===== src/rtl/led_fade_pwm.sv =====
// PWM LED driver with a linear comet-tail fade: lit channels jump to full brightness and decay after going dark.
// Optional build macro LED_FADE_GAMMA_EN swaps the linear compare level for a squared perceptual curve.
module led_fade_pwm #(
  parameter int unsigned N_LED      = 16,
  parameter int unsigned BW         = 4,
  parameter int unsigned PWM_DIV    = 1000,
  parameter int unsigned DECAY_DIV  = 2_500_000,
  parameter int unsigned DECAY_STEP = 1
) (
  input  logic             clk,
  input  logic             rst,
  input  logic             en,
  input  logic [N_LED-1:0] led_in,
  output logic [N_LED-1:0] led_out,
  output logic             pwm_wrap
);

  localparam int PRE_W = (PWM_DIV > 1) ? $clog2(PWM_DIV) : 1;
  localparam int DEC_W = (DECAY_DIV > 1) ? $clog2(DECAY_DIV) : 1;

  localparam logic [BW-1:0]    MAX      = {BW{1'b1}};
  localparam logic [BW-1:0]    PWM_LAST = MAX - 1'b1;
  localparam logic [BW-1:0]    STEP     = BW'(DECAY_STEP);
  localparam logic [PRE_W-1:0] PRE_LAST = PRE_W'(PWM_DIV - 1);
  localparam logic [DEC_W-1:0] DEC_LAST = DEC_W'(DECAY_DIV - 1);

  logic [PRE_W-1:0] pre_cnt;
  logic [BW-1:0]    pwm_cnt;
  logic [DEC_W-1:0] dec_cnt;
  logic             slice_tick;
  logic             decay_tick;
  logic [BW-1:0]    lvl [N_LED];
  logic [BW-1:0]    eff [N_LED];
  logic [N_LED-1:0] cmp;

  assign slice_tick = (pre_cnt == PRE_LAST);
  assign decay_tick = (dec_cnt == DEC_LAST);

  // Timebase: all three counters free-run regardless of en so bypass never disturbs the PWM phase.
  always_ff @(posedge clk or posedge rst) begin
    if (rst) begin
      pre_cnt  <= '0;
      pwm_cnt  <= '0;
      dec_cnt  <= '0;
      pwm_wrap <= 1'b0;
    end else begin
      pre_cnt  <= slice_tick ? '0 : pre_cnt + 1'b1;
      dec_cnt  <= decay_tick ? '0 : dec_cnt + 1'b1;
      pwm_wrap <= slice_tick && (pwm_cnt == PWM_LAST);
      if (slice_tick) begin
        pwm_cnt <= (pwm_cnt == PWM_LAST) ? '0 : pwm_cnt + 1'b1;
      end
    end
  end

  // Brightness: a lit input reloads full scale even on a decay tick; decay saturates at zero.
  always_ff @(posedge clk or posedge rst) begin
    if (rst) begin
      for (int i = 0; i < int'(N_LED); i++) begin
        lvl[i] <= '0;
      end
    end else begin
      for (int i = 0; i < int'(N_LED); i++) begin
        if (!en) begin
          lvl[i] <= '0;
        end else if (led_in[i]) begin
          lvl[i] <= MAX;
        end else if (decay_tick) begin
          lvl[i] <= (lvl[i] <= STEP) ? '0 : lvl[i] - STEP;
        end
      end
    end
  end

`ifdef LED_FADE_GAMMA_EN
  function automatic logic [BW-1:0] gamma_of(input logic [BW-1:0] l);
    logic [2*BW-1:0] sq;
    sq = {{BW{1'b0}}, l} * {{BW{1'b0}}, l};
    if (l == MAX) begin
      return MAX;
    end
    return BW'(sq >> BW);
  endfunction

  always_comb begin
    for (int i = 0; i < int'(N_LED); i++) begin
      eff[i] = gamma_of(lvl[i]);
    end
  end
`else
  always_comb begin
    for (int i = 0; i < int'(N_LED); i++) begin
      eff[i] = lvl[i];
    end
  end
`endif

  // Full scale beats every slice value (max MAX-1), so lvl == MAX is steady on and lvl == 0 steady off.
  always_comb begin
    cmp = '0;
    for (int i = 0; i < int'(N_LED); i++) begin
      cmp[i] = (eff[i] > pwm_cnt);
    end
  end

  always_ff @(posedge clk or posedge rst) begin
    if (rst) begin
      led_out <= '0;
    end else begin
      led_out <= en ? cmp : led_in;
    end
  end

endmodule


===== config.mk =====
export PLATFORM = sky130hd
export DESIGN_NAME = led_fade_pwm
export DESIGN_NICKNAME = d
export VERILOG_FILES = /design/src/rtl/led_fade_pwm.sv
export SDC_FILE = /design/constraint.sdc
export NUM_CORES = 1
export LEC_CHECK = 0
export CAP_MARGIN = 20
export CORE_MARGIN = 3
export CORE_UTILIZATION = 38
export CTS_CLUSTER_DIAMETER = 120
export DETAILED_ROUTE_END_ITERATION = 10
export GPL_TIMING_DRIVEN = 0
export PLACE_DENSITY = 0.52
export SYNTH_ARGS = -nofsm -noshare
export SYNTH_HDL_FRONTEND = slang
export SYNTH_SLANG_ARGS = --single-unit

===== constraint.sdc =====
create_clock -name clk -period 4.9 [get_ports clk]
set_clock_uncertainty 0.2 [all_clocks]
set_input_delay 0.735 -clock clk [delete_from_list [all_inputs] [get_ports clk]]
set_output_delay 0.735 -clock clk [all_outputs]
set_load 0.03 [all_outputs]

==> run_results.csv, run 1 <==
group,metric,value,unit
die,die_y,146,µm
clocking,htreeDepth,4,
place,port_buffers,34,
synthesis,syn_inst,793,
grt,grt.total_usage,19.2,%
sta,slew_headroom,29.6,%
pwr,peakVddDrop,0.234,mV
synthesis,ys_seq_area_share,39.2,%
sta,rsz0062_at_grt,"no",
clocking,clkTransAtPathRegs,0.05,ns
drt,drc,0,
drt,vias_per_cell,5.65,
clocking,cts_resized,0,
layout,fillCellCount,1828,
sta,finalCriticalPeriod,3.21,ns
sta,finalHoldViolCount,0,
grt,globalRoute.totalOverflow,0,
die,die_width,146,µm
clocking,cts_hold_buffers,0,
synthesis,async_flop_share,100,%
synthesis,yosys_warnings,0,
drt,drt_first_iter_violations,380,
critical_path,crit_start,"dec_cnt[12]",
grt,grt_pass1_wl,33.1,mm
drt,vias,6319,
grt,grt_max_degree,83,
critical_path,cp_data_arrival_time,3.28,ns
worst_hold_path,holdCritPathClass,"flop to flop",
layout,stdcell_count,1119,
flow_run,cap_viol_max_count,0,
layout,multi_input_area,0.00424,mm²
synthesis,synthFlopType,"dfrtp_1",
synthesis,avgSynthCellArea,9.43,µm²
critical_path,path_max_fanout,10,
clocking,root_buffer,"clkbuf_16",
clocking,cts_setup_buffers,0,
layout,layout-drive-gt1-share,5.36,%
clocking,numCtsBuffers,17,
die,die-area,0.0214,mm²
critical_path,worstSetupPathType,"flop to flop",
critical_path,reg2reg_from,"dec_cnt[12]",
sta,slew_violations,0,
sta,max_freq,311,MHz
critical_path,path_cells,"or4b_4 > nor4_4 > nand2_4 > clkbuf_1 > o41ai_1 > a31oi_1",
sta,setup_ws,1.69,ns
layout,fin_nets,964,
pwr,power_density,319,mW/mm²
clocking,cts_sinks,117,
die,initial_core_util,39.3,%
drt,dr.pass1.iters,5,
grt,grt_pass1_vias,6446,
die,rows,50,
place,dp_cells,1088,
die,ios,36,
clocking,tritoncts,"yes",
place,pre_cts_slack,1.74,ns
place,placed_area,0.00818,mm²
sta,tightest_slew,1.06,ns
place,dp_hpwl,13.5,mm
critical_path,cp.required,4.97,ns
drt,ant_nets,0,
drt,avgRoutedWirePerCell,18.0,µm
critical_path,slowest_delay,0.78,ns
clocking,clk_path_buf_depth,2,
synthesis,yosys_register_bits,117,
clocking,clk_latency,0.42,ns
synthesis,synth_nets,910,
status,outcome,"finished, final reports clean",
die,coreArea,0.0190,mm²
layout,area_growth,18.1,%
worst_hold_path,hold_start,"pre_cnt[9]",
layout,antenna_cells,0,
sta,setup_violations,0,
layout,final_area,0.00883,mm²
pwr,power_leakage,3.86,nW
layout,layout_common_cells,"117 x dfrtp_1, 98 x ha_1, 63 x nor2_1",
sta,post-route-period-util,65.6,%
drt,wl,20.2,mm
grt,antenna_found_initial,1,
synthesis,synth_edf_count,0,
place,gp_congestion,0.831,
layout,final_common_cell,"dfrtp_1",
critical_path,slowest_stage,"nor4_4",
synthesis,synth_cell_types,45,
critical_path,end_kind,"flop",
critical_path,startpoint_type,"flop",
synthesis,synth_area,0.00748,mm²
layout,seqCellArea,0.00293,mm²
[kinds of logic (layout without fill, tap and decap cells)]
group	count (synthesis)	in the layout	synth area share, %
xor+xnor	22	22	2.58
buf+inv	72	138	4.15
flops	117	117	39.2
simple gates	304	304	21.6
fa+ha+maj	98	98	16.4
compound gates	180	180	16.1
[critical path, delay by kind of cell, from the launching register on]
family	cells	cell delay, ns
and+or+nand+nor	3	1.53
AOI/OAI and AO/OA	2	0.53
buffers and inverters	1	0.36
DFF	1	0.44
[layout make-up]
| class | count | share of cell area, % |
|---|---|---|
| Multi-Input combinational cell | 604 | 48.0 |
| Timing Repair Buffer | 35 | 4.16 |
| Clock buffer | 22 | 5.48 |
| Sequential cell | 117 | 33.1 |
| Tap cell | 260 | 3.68 |
| Buffer | 24 | 1.47 |
| Inverter | 48 | 2.10 |
| Clock inverter | 9 | 1.95 |
[final timing paths]
check,end,slack [ns],cells past startpoint
hold reg to reg,pre_cnt[9],0.28,1
setup reg to reg,eff[3],1.69,6
setup / recovery,eff[3],1.69,6
hold / removal,pre_cnt[9],0.28,1
max in group asynchronous,eff[40],3.28,3
min in group asynchronous,pre_cnt[9],0.49,2
[per-stage QoR]
step | TNS (ns) | utilization (%) | total power, mW | hold WS (ns)
2_1_floorplan | 0 | - | 1.32 | 0.250
6_report | 0 | 46.4 | 2.82 | 0.282
3_3_place_gp | -134.51 | 42.8 | 1.42 | 0.273
4_1_cts | 0 | 46.4 | 2.85 | 0.287
5_1_grt | 0 | 46.4 | 2.96 | 0.312
3_5_place_dp | 0 | 43.0 | 1.44 | 0.276
[layer usage]
| metal | wire (µm) | up-vias | global-route usage, % |
|---|---|---|---|
| met4 | 422 | 2 | 7.38 |
| met2 | 9450 | 162 | 31.8 |
| met5 | 13 | - | 0 |
| li1 | - | 3039 | - |
| met1 | 9380 | 3074 | 25.1 |
| met3 | 898 | 42 | 3.54 |
[power by group]
group | switching (mW) | total [mW] | internal, mW
clock network | 0.443 | 1.39 | 0.951
logic | 0.205 | 0.357 | 0.152
registers | 0.0539 | 1.07 | 1.02
[cell usage after synthesis (20+ instances only)]
| cell type | number | area (µm²) |
|---|---|---|
| a21oi_1 | 39 | 195 |
| a31oi_1 | 20 | 125 |
| dfrtp_1 | 117 | 2930 |
| ha_1 | 98 | 1230 |
| inv_1 | 47 | 176 |
| nand2_1 | 53 | 199 |
| nand3_1 | 22 | 110 |
| nand4_1 | 23 | 144 |
| nor2_1 | 63 | 236 |
| nor3_1 | 42 | 210 |
| o21ai_0 | 31 | 155 |
| o31a_1 | 27 | 236 |
| or3_1 | 21 | 131 |
[registers in the layout (all words and copies together), names as in the netlist]
name,cells
dec_cnt,22
eff,64
led_out,16
pre_cnt,10
pwm_cnt,4
pwm_wrap,1
Power figures use the tool's default switching activity.
==> run 2: changes to the inputs <==
--- a/config.mk
+++ b/config.mk
@@ -11,7 +11,7 @@
 export CTS_CLUSTER_DIAMETER = 120
 export DETAILED_ROUTE_END_ITERATION = 10
 export GPL_TIMING_DRIVEN = 0
-export PLACE_DENSITY = 0.52
+export PLACE_DENSITY = 0.54
 export SYNTH_ARGS = -nofsm -noshare
 export SYNTH_HDL_FRONTEND = slang
 export SYNTH_SLANG_ARGS = --single-unit
==> constraint.sdc (replaced) <==
create_clock -name clk -period 2.85 [get_ports clk]
set_clock_uncertainty 0.2 [all_clocks]
set_input_delay 0.4275 -clock clk [delete_from_list [all_inputs] [get_ports clk]]
set_output_delay 0.4275 -clock clk [all_outputs]
set_load 0.03 [all_outputs]
==> run 2 against run 1 <==
Compared with the run above: final cell count grew 1.2%; count of clock-buffer cells in the layout shrank 4; largest power group unchanged; routed wire length grew 0.30%; critical endpoint is now eff[7]; combinational power grew 74%; first-iteration DRC count grew 29%; via count grew 1.6%; final area grew 1.0%; clock power grew 68%; largest cell class unchanged; critical path depth grew 2.
==> run_results.csv, run 2 (synthesized netlist as in run 1, its figures left out) <==
group,metric,value,unit
critical_path,end_kind,"flop",
status,outcome,"finished, final reports clean",
clocking,clkTransAtPathRegs,0.06,ns
clocking,cts_hold_buffers,0,
drt,vias_per_cell,5.67,
sta,setup_violations,0,
die,rows,50,
grt,grt_pass1_wl,33.4,mm
place,port_buffers,34,
drt,dr.pass1.iters,5,
layout,layout_common_cells,"117 x dfrtp_1, 98 x ha_1, 63 x nor2_1",
critical_path,reg2reg_depth,8,
drt,ant_nets,0,
sta,hold-worst-slack,0.164,ns
die,coreArea,0.0190,mm²
layout,final_common_cell,"dfrtp_1",
place,gp_congestion,0.833,
layout,antenna_cells,0,
sta,post-route-period-util,94.8,%
clocking,cts_sinks,117,
critical_path,timing.rr.end,"eff[7]",
layout,largest_reg_flops,64,
grt,grt_pass1_vias,6441,
grt,grt_max_degree,39,
sta,rsz0062_at_grt,"no",
clocking,numCtsBuffers,17,
clocking,tritoncts,"yes",
drt,drt_first_iter_violations,491,
layout,finish.utilization,46.9,%
drt,wl,20.2,mm
grt,antenna_found_initial,0,
critical_path,slowest_delay,0.58,ns
layout,fin_nets,976,
pwr,power_leakage,3.92,nW
critical_path,reg2reg_from,"dec_cnt[15]",
critical_path,worstSetupPathType,"flop to flop",
sta,tns,0,ns
critical_path,cp_data_arrival_time,2.83,ns
critical_path,path_common_cell,"buf_4",
pwr,power_density,537,mW/mm²
die,initial_core_util,39.3,%
critical_path,slowest_stage,"or4b_4",
grt,grt.total_usage,19.3,%
sta,slew_violations,0,
worst_hold_path,holdCritPathClass,"input pin to async pin",
sta,slew_headroom,32.7,%
die,die_y,146,µm
clocking,clk_path_buf_depth,2,
critical_path,cpLargestDelayFamily,"simple AND/OR/NAND/NOR gates",
die,die_width,146,µm
clocking,htreeDepth,4,
clocking,clk_latency,0.42,ns
sta,tightest_slew,1.01,ns
place,dp_hpwl,13.8,mm
drt,vias,6419,
drt,drc,0,
critical_path,path_cells,"or4b_4 > nor4_4 > buf_4 > and2_1 > buf_4 > buf_4 > o211ai_1 > a31oi_1",
clocking,root_buffer,"clkbuf_16",
sta,finalHoldViolCount,0,
die,ios,36,
critical_path,path_max_fanout,10,
critical_path,worst-r2r-setup-slack,0.15,ns
layout,fillCellCount,1801,
pwr,peakVddDrop,0.406,mV
drt,avgRoutedWirePerCell,17.9,µm
layout,layout-drive-gt1-share,7.11,%
flow_run,cap_viol_max_count,0,
critical_path,cp.required,2.98,ns
grt,globalRoute.totalOverflow,0,
sta,finalCriticalPeriod,2.70,ns
layout,area_growth,19.4,%
sta,max_freq,370,MHz
critical_path,startpoint_type,"flop",
critical_path,crit_buf_inv,3,
die,die-area,0.0214,mm²
-- run 2: changes by cell type in the layout (fill, tap and decap cells not counted), sizes merged --
cell / previous run / this run
bufinv: 5 / 4
clkinv: 3 / 6
clkbuf: 38 / 34
clkinvlp: 1 / 3
inv: 48 / 49
buf: 9 / 21
-- run 2: how the worst max path moves through the flow --
stage	cells past startpoint	endpoint	from	slack, ns
after global routing	5	eff[35]	dec_cnt[14]	0.008
after global placement	2	led_out[12]	rst	-0.48
after floorplan	7	eff[46]	dec_cnt[15]	0.30
final	8	eff[7]	dec_cnt[15]	0.15
after detailed placement	6	eff[11]	dec_cnt[15]	-0.30
after CTS	7	eff[3]	dec_cnt[15]	0.1
-- run 2: power breakdown --
part / total, mW / leakage [nW] / internal, mW / switching, mW
combinational: 0.622 / 2.13 / 0.267 / 0.355
sequential: 1.84 / 1.48 / 1.75 / 0.0950
clock: 2.33 / 0.307 / 1.50 / 0.833
total: 4.79 / 3.92 / 3.51 / 1.28
-- run 2: final cells by class --
cell class,count,area [µm²],share of cell area (%)
clock buffer,18,439,4.92
timing repair buffer,47,475,5.33
sequential,117,2930,32.8
clock inverter,14,201,2.26
inverter,48,184,2.06
tap,260,325,3.64
multi-input combinational,604,4240,47.5
buffer,24,133,1.49
-- run 2: routing by layer --
layer  wire (µm)  vias up  GRT usage [%]
met2        9630      162           31.9
li1            -     3062              -
met4         285        0           6.21
met5           0        -              0
met3         767       19           3.41
met1        9540     3176           25.8
-- run 2: repair_timing --
action	CTS	global route
pin swaps	2	0
buffers inserted	8	2
gates resized for setup	0	4
gates cloned	0	0
setup endpoints to repair	56	12
-- run 2: through the flow --
stage	area [µm²]	worst slack, ns	instances	power (mW)
6_report	8930	0.148	1132	4.79
5_1_grt	8930	0.00784	1132	5.02
4_1_cts	8910	0.0979	1130	4.84
3_5_place_dp	8210	-0.297	1090	2.49
3_3_place_gp	8150	-0.477	1087	2.45
2_1_floorplan	7480	0.301	793	2.26
-- run 2: worst reg2reg max path, cell delays in order, from the launching register on --
cell and delay (ns):
dfrtp_1 0.42, or4b_4 0.58, nor4_4 0.27, buf_4 0.20, and2_1 0.15, buf_4 0.19, buf_4 0.26, o211ai_1 0.14
a31oi_1 0.21
==> run 3: changes to the inputs <==
--- a/config.mk
+++ b/config.mk
@@ -5,13 +5,15 @@
 export SDC_FILE = /design/constraint.sdc
 export NUM_CORES = 1
 export LEC_CHECK = 0
+export ABC_CLOCK_PERIOD_IN_PS = 3350
 export CAP_MARGIN = 20
 export CORE_MARGIN = 3
 export CORE_UTILIZATION = 38
 export CTS_CLUSTER_DIAMETER = 120
 export DETAILED_ROUTE_END_ITERATION = 10
 export GPL_TIMING_DRIVEN = 0
-export PLACE_DENSITY = 0.54
+export PLACE_DENSITY = 0.52
+export SLEW_MARGIN = 20
 export SYNTH_ARGS = -nofsm -noshare
 export SYNTH_HDL_FRONTEND = slang
 export SYNTH_SLANG_ARGS = --single-unit
==> constraint.sdc (replaced) <==
create_clock -name clk -period 3.35 [get_ports clk]
set_clock_uncertainty 0.2 [all_clocks]
set_input_delay 0.5025 -clock clk [delete_from_list [all_inputs] [get_ports clk]]
set_output_delay 0.5025 -clock clk [all_outputs]
set_load 0.03 [all_outputs]
==> run 3 against run 2 <==
Compared with the run above: register-to-register slack better by 0.12 ns; sequential share of layout area up 0.18 points; sequential cell count unchanged; non-clock buffer count down 9.
==> run_results.csv, run 3 (synthesized netlist as in run 1, its figures left out) <==
group,metric,value,unit
status,outcome,"finished, final reports clean",
clocking,clk_path_buf_depth,2,
drt,drc,0,
sta,max_freq,324,MHz
drt,vias_per_cell,5.66,
drt,dr.pass1.iters,5,
place,gp_congestion,0.854,
layout,multi_input_area,0.00424,mm²
layout,largest_reg_flops,64,
layout,final_common_cell,"dfrtp_1",
pwr,clkPwrFrac,48.7,%
worst_hold_path,holdCritPathClass,"input pin to async pin",
layout,finish.utilization,46.7,%
clocking,clkTransAtPathRegs,0.06,ns
die,ios,36,
drt,drt_first_iter_violations,346,
critical_path,worstSetupPathType,"flop to flop",
clocking,cts_sinks,117,
die,die_y,146,µm
die,coreArea,0.0190,mm²
sta,tightest_slew,1.06,ns
layout,fin_nets,967,
place,dp_cells,1091,
layout,layout-drive-gt1-share,5.91,%
pwr,peakVddDrop,0.351,mV
clocking,numCtsBuffers,17,
layout,area_growth,18.7,%
grt,grt.total_usage,19.6,%
critical_path,path_max_fanout,10,
critical_path,cp_data_arrival_time,3.15,ns
grt,grt_pass1_wl,33.7,mm
pwr,p_comb_share,13.0,%
pwr,p_int,3.02,mW
die,initial_core_util,39.3,%
sta,finalCriticalPeriod,3.08,ns
place,dp_hpwl,13.9,mm
pwr,power.switching,1.07,mW
sta,setup_violations,0,
die,die_width,146,µm
pwr,seqPwrFrac,38.3,%
sta,rsz0062_at_grt,"no",
die,die-area,0.0214,mm²
layout,antenna_cells,0,
clocking,cts_resized,0,
clocking,cts_setup_buffers,0,
clocking,clk_latency,0.42,ns
grt,grt_pass1_vias,6411,
place,port_buffers,34,
layout,stdcell_count,1123,
sta,slew_violations,0,
clocking,root_buffer,"clkbuf_16",
drt,ant_nets,0,
drt,vias,6351,
sta,finalHoldViolCount,0,
die,rows,50,
drt,wl,20.4,mm
pwr,p_sw_share,26.2,%
sta,post-route-period-util,92.1,%
drt,avgRoutedWirePerCell,18.2,µm
layout,layout_common_cells,"117 x dfrtp_1, 98 x ha_1, 63 x nor2_1",
critical_path,startpoint_type,"flop",
pwr,power_leakage,3.86,nW
critical_path,cp.required,3.42,ns
grt,globalRoute.totalOverflow,0,
critical_path,end_kind,"flop",
pwr,power_density,461,mW/mm²
clocking,tritoncts,"yes",
layout,seqCellArea,0.00293,mm²
grt,antenna_found_initial,0,
sta,slew_headroom,29.3,%
clocking,htreeDepth,4,
pwr,power,4.09,mW
critical_path,reg2reg_depth,6,
layout,fillCellCount,1795,
flow_run,cap_viol_max_count,0,
clocking,cts_hold_buffers,0,
grt,grt_max_degree,32,
## run 3: metrics by stage
step | setup slack [ns] | TNS (ns) | hold WS, ns | instance area, µm²
floorplan | 0.801 | 0 | 0.250 | 7480
finish | 0.265 | 0 | 0.202 | 8880
global placement | -0.0763 | -7.90 | 0.275 | 8150
CTS | 0.215 | 0 | 0.197 | 8880
global route | 0.0140 | 0 | 0.212 | 8880
detailed placement | 0.220 | 0 | 0.276 | 8240
## run 3: layer usage
| metal | vias to the layer above | part of all wire [%] | GRT usage (%) |
|---|---|---|---|
| met5 | - | 0 | 0 |
| met4 | 0 | 1.9 | 6.59 |
| met3 | 40 | 3.7 | 4.25 |
| met2 | 140 | 47 | 32.1 |
| met1 | 3123 | 47 | 25.8 |
| li1 | 3048 | - | - |
## run 3: worst max-delay path: stages, from the launching register on
cell and delay, ns:
dfrtp_1 0.44, or4b_4 0.56, nor4_4 0.72, nand2_4 0.19, clkbuf_1 0.35, o41ai_1 0.34, a31oi_1 0.12
## run 3: power by group through the flow
stage          Sequential, mW  Clock [mW]  Combinational, mW
3_3_place_gp             1.59           0              0.495
3_5_place_dp             1.59           0              0.531
5_1_grt                  1.58        2.10              0.603
2_1_floorplan            1.61           0              0.311
4_1_cts                  1.57        2.03              0.535
6_report                 1.57        1.99              0.530
## run 3: path summary, 6_finish.rpt
kind                        startpoint          to  slack, ns
max in group asynchronous          rst     eff[36]       1.88
min reg2reg                 pre_cnt[4]  pre_cnt[4]       0.28
min                                rst  pre_cnt[9]       0.20
max                        dec_cnt[12]      eff[7]       0.27
min in group clk            pre_cnt[4]  pre_cnt[4]       0.28
max reg2reg                dec_cnt[12]      eff[7]       0.27
## run 3: cell type report
type,count,share of cell area [%]
multi-input cells,604,47.8
flip-flops and latches,117,33.0
clock buffers,20,5.26
repair buffers,38,4.82
well taps,260,3.66
inverters,48,2.07
clock inverters,12,1.99
plain buffers,24,1.47
